[config.mk]
export PLATFORM = sky130hd
export DESIGN_NAME = i2c_codec_responder
export DESIGN_NICKNAME = d
export VERILOG_FILES = /design/src/rtl/i2c_codec_responder.sv
export SDC_FILE = /design/constraint.sdc
export NUM_CORES = 1
export LEC_CHECK = 0
export CAP_MARGIN = 20
export CORE_ASPECT_RATIO = 0.75
export CORE_MARGIN = 2
export CORE_UTILIZATION = 30
export DETAILED_ROUTE_END_ITERATION = 8
export HOLD_SLACK_MARGIN = 0.1
export PLACE_DENSITY = 0.59
export SLEW_MARGIN = 5
export SYNTH_ARGS = -nofsm -noshare
export SYNTH_HDL_FRONTEND = slang
export SYNTH_SLANG_ARGS = --single-unit
[constraint.sdc]
create_clock -name i_clk -period 2.7 [get_ports i_clk]
set_clock_uncertainty 0.05 [all_clocks]
set_input_delay 0.54 -clock i_clk [delete_from_list [all_inputs] [get_ports i_clk]]
set_output_delay 0.54 -clock i_clk [all_outputs]
set_load 0.03 [all_outputs]
[src/rtl/i2c_codec_responder.sv]
// ---------------------------------------------------------------------------
// i2c_codec_responder
//
// Write-only I2C target that emulates the WM8731 control port. It accepts
// 3-byte frames {dev_addr+W, reg_addr[6:0]+data[8], data[7:0]} and ACKs each
// byte. For every complete frame it emits one write strobe carrying the
// register address and the 9-bit data word. The block is used to close the
// loop on the codec initializer, and as a bus snoop that logs register writes.
//
// Ports
//   i_clk        system clock, at least 8x the SCL bit rate
//   i_rst_n      asynchronous active-low reset
//   i_sclk       SCL from the bus (asynchronous)
//   i_sdat       SDA from the bus (asynchronous)
//   o_sdat       SDA drive value (0 whenever o_oen=1)
//   o_oen        1 = drive o_sdat onto the bus (ACK slot only)
//   o_wr_valid   1-cycle pulse: a frame completed, o_wr_addr/o_wr_data valid
//   o_wr_addr    register address of the last complete frame
//   o_wr_data    register data of the last complete frame
//   o_busy       1 between START and STOP/abort
//   o_frame_err  1-cycle pulse: STOP/repeated START mid-frame, or extra byte
// ---------------------------------------------------------------------------
module i2c_codec_responder #(
    parameter logic [6:0]  DEV_ADDR    = 7'b0011010,
    parameter int unsigned SYNC_STAGES = 2
) (
    input  logic       i_clk,
    input  logic       i_rst_n,
    input  logic       i_sclk,
    input  logic       i_sdat,
    output logic       o_sdat,
    output logic       o_oen,
    output logic       o_wr_valid,
    output logic [6:0] o_wr_addr,
    output logic [8:0] o_wr_data,
    output logic       o_busy,
    output logic       o_frame_err
);

    typedef enum logic [3:0] {
        S_IDLE,
        S_ADDR,
        S_ACKA,
        S_BYTE1,
        S_ACK1,
        S_BYTE2,
        S_ACK2,
        S_WAIT,
        S_NACKX
    } state_e;

    // -----------------------------------------------------------------------
    // Input synchronizers plus one history flop for edge detection. All flops
    // preset to 1 so that reset looks like an idle bus and no false START or
    // STOP is seen when reset is released.
    // -----------------------------------------------------------------------
    logic [SYNC_STAGES-1:0] scl_sync_q;
    logic [SYNC_STAGES-1:0] sda_sync_q;
    logic                   scl_hist_q;
    logic                   sda_hist_q;

    always_ff @(posedge i_clk or negedge i_rst_n) begin
        if (!i_rst_n) begin
            scl_sync_q <= '1;
            sda_sync_q <= '1;
            scl_hist_q <= 1'b1;
            sda_hist_q <= 1'b1;
        end else begin
            scl_sync_q <= {scl_sync_q[SYNC_STAGES-2:0], i_sclk};
            sda_sync_q <= {sda_sync_q[SYNC_STAGES-2:0], i_sdat};
            scl_hist_q <= scl_sync_q[SYNC_STAGES-1];
            sda_hist_q <= sda_sync_q[SYNC_STAGES-1];
        end
    end

    logic scl_s;
    logic sda_s;
    logic scl_rise;
    logic scl_fall;
    logic start_det;
    logic stop_det;

    assign scl_s    = scl_sync_q[SYNC_STAGES-1];
    assign sda_s    = sda_sync_q[SYNC_STAGES-1];
    assign scl_rise =  scl_s & ~scl_hist_q;
    assign scl_fall = ~scl_s &  scl_hist_q;
    // SCL must be high in both the current and previous sample, so an SDA
    // change that races a SCL edge is never mistaken for START/STOP.
    assign start_det = scl_s & scl_hist_q &  sda_hist_q & ~sda_s;
    assign stop_det  = scl_s & scl_hist_q & ~sda_hist_q &  sda_s;

    // -----------------------------------------------------------------------
    // Frame state
    // -----------------------------------------------------------------------
    state_e     state_q,     state_d;
    logic [2:0] bit_cnt_q,   bit_cnt_d;
    logic [7:0] sr_q,        sr_d;
    logic       ack_q,       ack_d;      // ACK (1) or NACK (0) for the current slot
    logic       slot_q,      slot_d;     // 1 once the ACK slot's first SCL fall passed
    logic       oen_q,       oen_d;
    logic [6:0] reg_addr_q,  reg_addr_d;
    logic       d8_q,        d8_d;
    logic [6:0] wr_addr_q,   wr_addr_d;
    logic [8:0] wr_data_q,   wr_data_d;
    logic       wr_valid_q,  wr_valid_d;
    logic       frame_err_q, frame_err_d;
    logic       done_q,      done_d;     // frame complete: further bytes are errors

    logic [7:0] sr_shift;
    logic       mid_frame;

    assign sr_shift  = {sr_q[6:0], sda_s};
    assign mid_frame = (state_q == S_BYTE1) || (state_q == S_ACK1) || (state_q == S_BYTE2);

    always_comb begin
        state_d     = state_q;
        bit_cnt_d   = bit_cnt_q;
        sr_d        = sr_q;
        ack_d       = ack_q;
        slot_d      = slot_q;
        oen_d       = oen_q;
        reg_addr_d  = reg_addr_q;
        d8_d        = d8_q;
        wr_addr_d   = wr_addr_q;
        wr_data_d   = wr_data_q;
        wr_valid_d  = 1'b0;
        frame_err_d = 1'b0;
        done_d      = done_q;

        if (start_det) begin
            // Repeated START restarts address reception from any state.
            frame_err_d = mid_frame;
            state_d     = S_ADDR;
            bit_cnt_d   = 3'd0;
            slot_d      = 1'b0;
            oen_d       = 1'b0;
            done_d      = 1'b0;
        end else if (stop_det) begin
            frame_err_d = mid_frame;
            state_d     = S_IDLE;
            bit_cnt_d   = 3'd0;
            slot_d      = 1'b0;
            oen_d       = 1'b0;
            done_d      = 1'b0;
        end else begin
            case (state_q)
                S_ADDR, S_BYTE1, S_BYTE2: begin
                    if (scl_rise) begin
                        sr_d      = sr_shift;
                        bit_cnt_d = bit_cnt_q + 3'd1;
                        if (bit_cnt_q == 3'd7) begin
                            slot_d = 1'b0;
                            if (state_q == S_ADDR) begin
                                ack_d   = (sr_shift[7:1] == DEV_ADDR) && !sr_shift[0];
                                state_d = S_ACKA;
                            end else if (state_q == S_BYTE1) begin
                                reg_addr_d = sr_shift[7:1];
                                d8_d       = sr_shift[0];
                                ack_d      = 1'b1;
                                state_d    = S_ACK1;
                            end else begin
                                // Frame complete on this sample; the strobe
                                // registers out one clock later.
                                wr_addr_d  = reg_addr_q;
                                wr_data_d  = {d8_q, sr_shift};
                                wr_valid_d = 1'b1;
                                ack_d      = 1'b1;
                                state_d    = S_ACK2;
                            end
                        end
                    end
                end

                S_ACKA, S_ACK1, S_ACK2, S_NACKX: begin
                    // Drive from the SCL fall after bit 8 to the SCL fall
                    // after bit 9, so SDA only moves while SCL is low.
                    if (scl_fall) begin
                        if (!slot_q) begin
                            slot_d = 1'b1;
                            oen_d  = ack_q;
                        end else begin
                            slot_d    = 1'b0;
                            oen_d     = 1'b0;
                            bit_cnt_d = 3'd0;
                            case (state_q)
                                S_ACKA:  state_d = ack_q ? S_BYTE1 : S_WAIT;
                                S_ACK1:  state_d = S_BYTE2;
                                S_ACK2: begin
                                    state_d = S_WAIT;
                                    done_d  = 1'b1;
                                end
                                default: state_d = S_WAIT;
                            endcase
                        end
                    end
                end

                S_WAIT: begin
                    // Bytes here are not stored. After a complete frame each
                    // extra byte is flagged; after a NACKed address the rest
                    // of the transfer belongs to another target.
                    if (scl_rise) begin
                        bit_cnt_d = bit_cnt_q + 3'd1;
                        if (bit_cnt_q == 3'd7) begin
                            frame_err_d = done_q;
                            ack_d       = 1'b0;
                            slot_d      = 1'b0;
                            state_d     = S_NACKX;
                        end
                    end
                end

                default: begin
                end
            endcase
        end
    end

    always_ff @(posedge i_clk or negedge i_rst_n) begin
        if (!i_rst_n) begin
            state_q     <= S_IDLE;
            bit_cnt_q   <= 3'd0;
            sr_q        <= 8'd0;
            ack_q       <= 1'b0;
            slot_q      <= 1'b0;
            oen_q       <= 1'b0;
            reg_addr_q  <= 7'd0;
            d8_q        <= 1'b0;
            wr_addr_q   <= 7'd0;
            wr_data_q   <= 9'd0;
            wr_valid_q  <= 1'b0;
            frame_err_q <= 1'b0;
            done_q      <= 1'b0;
        end else begin
            state_q     <= state_d;
            bit_cnt_q   <= bit_cnt_d;
            sr_q        <= sr_d;
            ack_q       <= ack_d;
            slot_q      <= slot_d;
            oen_q       <= oen_d;
            reg_addr_q  <= reg_addr_d;
            d8_q        <= d8_d;
            wr_addr_q   <= wr_addr_d;
            wr_data_q   <= wr_data_d;
            wr_valid_q  <= wr_valid_d;
            frame_err_q <= frame_err_d;
            done_q      <= done_d;
        end
    end

    assign o_oen       = oen_q;
    assign o_sdat      = ~oen_q;
    assign o_wr_valid  = wr_valid_q;
    assign o_wr_addr   = wr_addr_q;
    assign o_wr_data   = wr_data_q;
    assign o_frame_err = frame_err_q;
    assign o_busy      = (state_q != S_IDLE);

endmodule

==> results.sh <==
export IMPL_status="finished, final reports clean"
export IMPL_end_kind="output port"
export IMPL_cp_data_required_time_ps=2110
export IMPL_ir_worst_vdd_mv=0.278
export IMPL_synthDistinctLibCells=45
export IMPL_yosysSeqAreaShare=0.548
export IMPL_post_cts_buffers=0
export IMPL_period_needed_ps=2590
export IMPL_dp_slack_ps=405
export IMPL_start_util=0.311
export IMPL_synthMuxAreaShare=0.180
export IMPL_drive_above_1_share=0.257
export IMPL_cts_hold_buf=0
export IMPL_synth_ff_type="dfrtp_1"
export IMPL_worst_path_max_fanout=14
export IMPL_synthCells=188
export IMPL_critPathMaxStageDelay_ps=610
export IMPL_synth_fa_ha_area_frac=0.0109
export IMPL_timing_fmax_mhz=385
export IMPL_synth_xor_xnor_area_share=0.00763
export IMPL_n_fill_cell=707
export IMPL_syn_num_nets=194
export IMPL_setup_ws_ps=105
export IMPL_grtUsageTotal=0.115
export IMPL_antenna_found_initial=0
export IMPL_ys_seq_elements=50
export IMPL_h_tree_depth=2
export IMPL_yosys_warnings=0
export IMPL_synth_compound_area_frac=0.0926
export IMPL_synth_top_family_by_area="multiplexers"
export IMPL_hold_violations=0
export IMPL_drc=0
export IMPL_cp_cell_sequence="or4_1 > clkdlybuf4s50_1"
export IMPL_design_core_area_mm2=0.00740
export IMPL_ys_async_sr_fraction=1.00
export IMPL_cts_resized=0
export IMPL_wl_per_cell_um=14.1
export IMPL_cts_sinks=50
export IMPL_worstMarginPinSlew_ps=588
export IMPL_grt_pass1_vias=1471
export IMPL_rsz0062_at_grt="false"
export IMPL_p_per_area_mw_per_mm2=758
export IMPL_num_nets_final=219
export IMPL_die_area_mm2=0.00838
export IMPL_grt_pass1_wl_um=7580
export IMPL_netlist_area_mm2=0.00230
export IMPL_dp_hpwl_um=3090
export IMPL_num_antenna_cells=0
export IMPL_vias=1472
export IMPL_grt_overflow=0
export IMPL_p_leak_nw=1.25
export IMPL_vias_per_cell=4.67
export IMPL_layout_cells_most_common="dfrtp_1"
export IMPL_root_buffer="clkbuf_8"
export IMPL_avgSynthCellArea_um2=12.2
export IMPL_pin_count=25
export IMPL_cts_buffers=5
export IMPL_whs_ps=176
export IMPL_syn2layout_area_growth_pct=18.7
export IMPL_hp_class="in -> async"
export IMPL_first_iter_violations=96
export IMPL_cp_slowest_cell="clkdlybuf4s50_1"
export IMPL_max_cap_viol_count=0
export IMPL_setup_worst_path_class="reg -> out"
export IMPL_port_buffers=24
export IMPL_synth_simple_area_share=0.124
export IMPL_clk_latency_ps=310
export IMPL_die_y_um=79.8
export IMPL_clkTransAtPathRegs_ps=100
export IMPL_grt_max_degree=28
export IMPL_gp_congestion=0.880
export IMPL_min_period_over_period=0.961
export IMPL_drt_antenna_violating_nets=0
export IMPL_cts_tree="yes"
export IMPL_final_cell_mix="44 x dfrtp_1, 23 x clkdlybuf4s50_1, 21 x nand2_1"
export IMPL_cts_buffer_depth=2
export IMPL_tns_ps=0
export IMPL_synth_edf_count=0
export IMPL_drv_slew=0
export IMPL_wl_um=4450
export IMPL_drt_pass1_iter_count=4
export IMPL_max_slew_margin=0.608
export IMPL_arrival_ps=2000
export IMPL_setup_viol=0
export IMPL_die_x_um=105
export IMPL_rows=27
export IMPL_start_kind="flip-flop"
==> logic make-up (layout without fill, tap and decap cells) <==
logic type | count (synthesis) | count (layout)
adders and majority gates | 2 | 2
muxes | 31 | 31
and+or+nand+nor | 56 | 56
xor gates and xnor gates | 2 | 2
buffers and inverters | 16 | 42
DFF | 50 | 50
AOI/OAI and AO/OA | 31 | 31
==> final cells by class <==
class	instances	area, um^2	area share
multi-input combinational	122	952	0.349
tap	101	126	0.0463
clock buffer	6	82.6	0.0303
sequential	50	1260	0.461
timing repair buffer	30	280	0.103
inverter	4	15.0	0.00550
clock inverter	2	12.5	0.00459
==> worst max-delay path: cells and delay by family (launching register included) <==
kind,cells,cell delay (ps)
buffers and inverters,1,610
flip-flops,1,530
AND/OR/NAND/NOR,1,560
==> final timing paths <==
check / startpoint / to / slack [ps] / cells after the start
min in group i_clk: scl_sync_q[0]$_DFF_PN1_ / scl_sync_q[1]$_DFF_PN1_ / 310 / 0
max reg2reg: scl_sync_q[1]$_DFF_PN1_ / reg_addr_q[4]$_DFFE_PN0P_ / 370 / 4
max in group asynchronous: i_rst_n / scl_sync_q[1]$_DFF_PN1_ / 1760 / 2
max: state_q[2]$_DFFE_PN0P_ / o_busy / 110 / 2
min: i_rst_n / ack_q$_DFFE_PN0P_ / 180 / 1
min reg2reg: scl_sync_q[0]$_DFF_PN1_ / scl_sync_q[1]$_DFF_PN1_ / 310 / 0
==> flip-flops by register name, indices dropped and copies added (netlist names) <==
signal,count
slot_q,1
ack_q,1
done_q,1
o_wr_valid,1
sda_sync_q,2
o_wr_data,9
d8_q,1
o_wr_addr,7
o_oen,1
o_frame_err,1
scl_hist_q,1
reg_addr_q,7
scl_sync_q,2
state_q,4
sr_q,7
bit_cnt_q,3
sda_hist_q,1
==> power by group <==
part | switching, mW | internal, mW
clock | 0.254 | 0.206
combinational | 0.275 | 0.267
sequential | 0.195 | 0.869
==> Yosys cell counts (all sizes together) (2+ instances only) <==
cell type   n  area share
a32o        3       0.013
dfrtp      44        0.48
nor3        4      0.0087
dfstp       6       0.069
o2bb2ai     3       0.011
o21ai       8       0.017
nand2b      2      0.0054
buf         7       0.023
mux2       31        0.18
a31oi       2      0.0054
a21oi       5       0.011
or4         2      0.0065
nor2b       2      0.0054
inv         4      0.0065
nor2        8       0.013
nand2      21       0.034
clkbuf      5      0.0082
ha          2       0.011
nand3       7       0.017
==> routing by layer <==
layer  vias to the layer above  GRT usage  part of all wire
met4                         0     0.0400             0.013
met1                       705      0.180              0.54
met3                         5     0.0245             0.048
met5                         -          0                 0
met2                        43      0.153              0.40
li1                        719          -                 -
==> through the flow <==
stage / std cells / power, mW / utilization / area [um^2]
3_5_place_dp: 307 / 1.62 / 0.356 / 2630
2_1_floorplan: 188 / 1.44 / - / 2300
6_report: 315 / 2.07 / 0.369 / 2730
4_1_cts: 315 / 2.09 / 0.369 / 2730
5_1_grt: 315 / 2.22 / 0.369 / 2730
3_3_place_gp: 307 / 1.61 / 0.356 / 2630
Note: power is estimated with default switching activity, not from simulation.
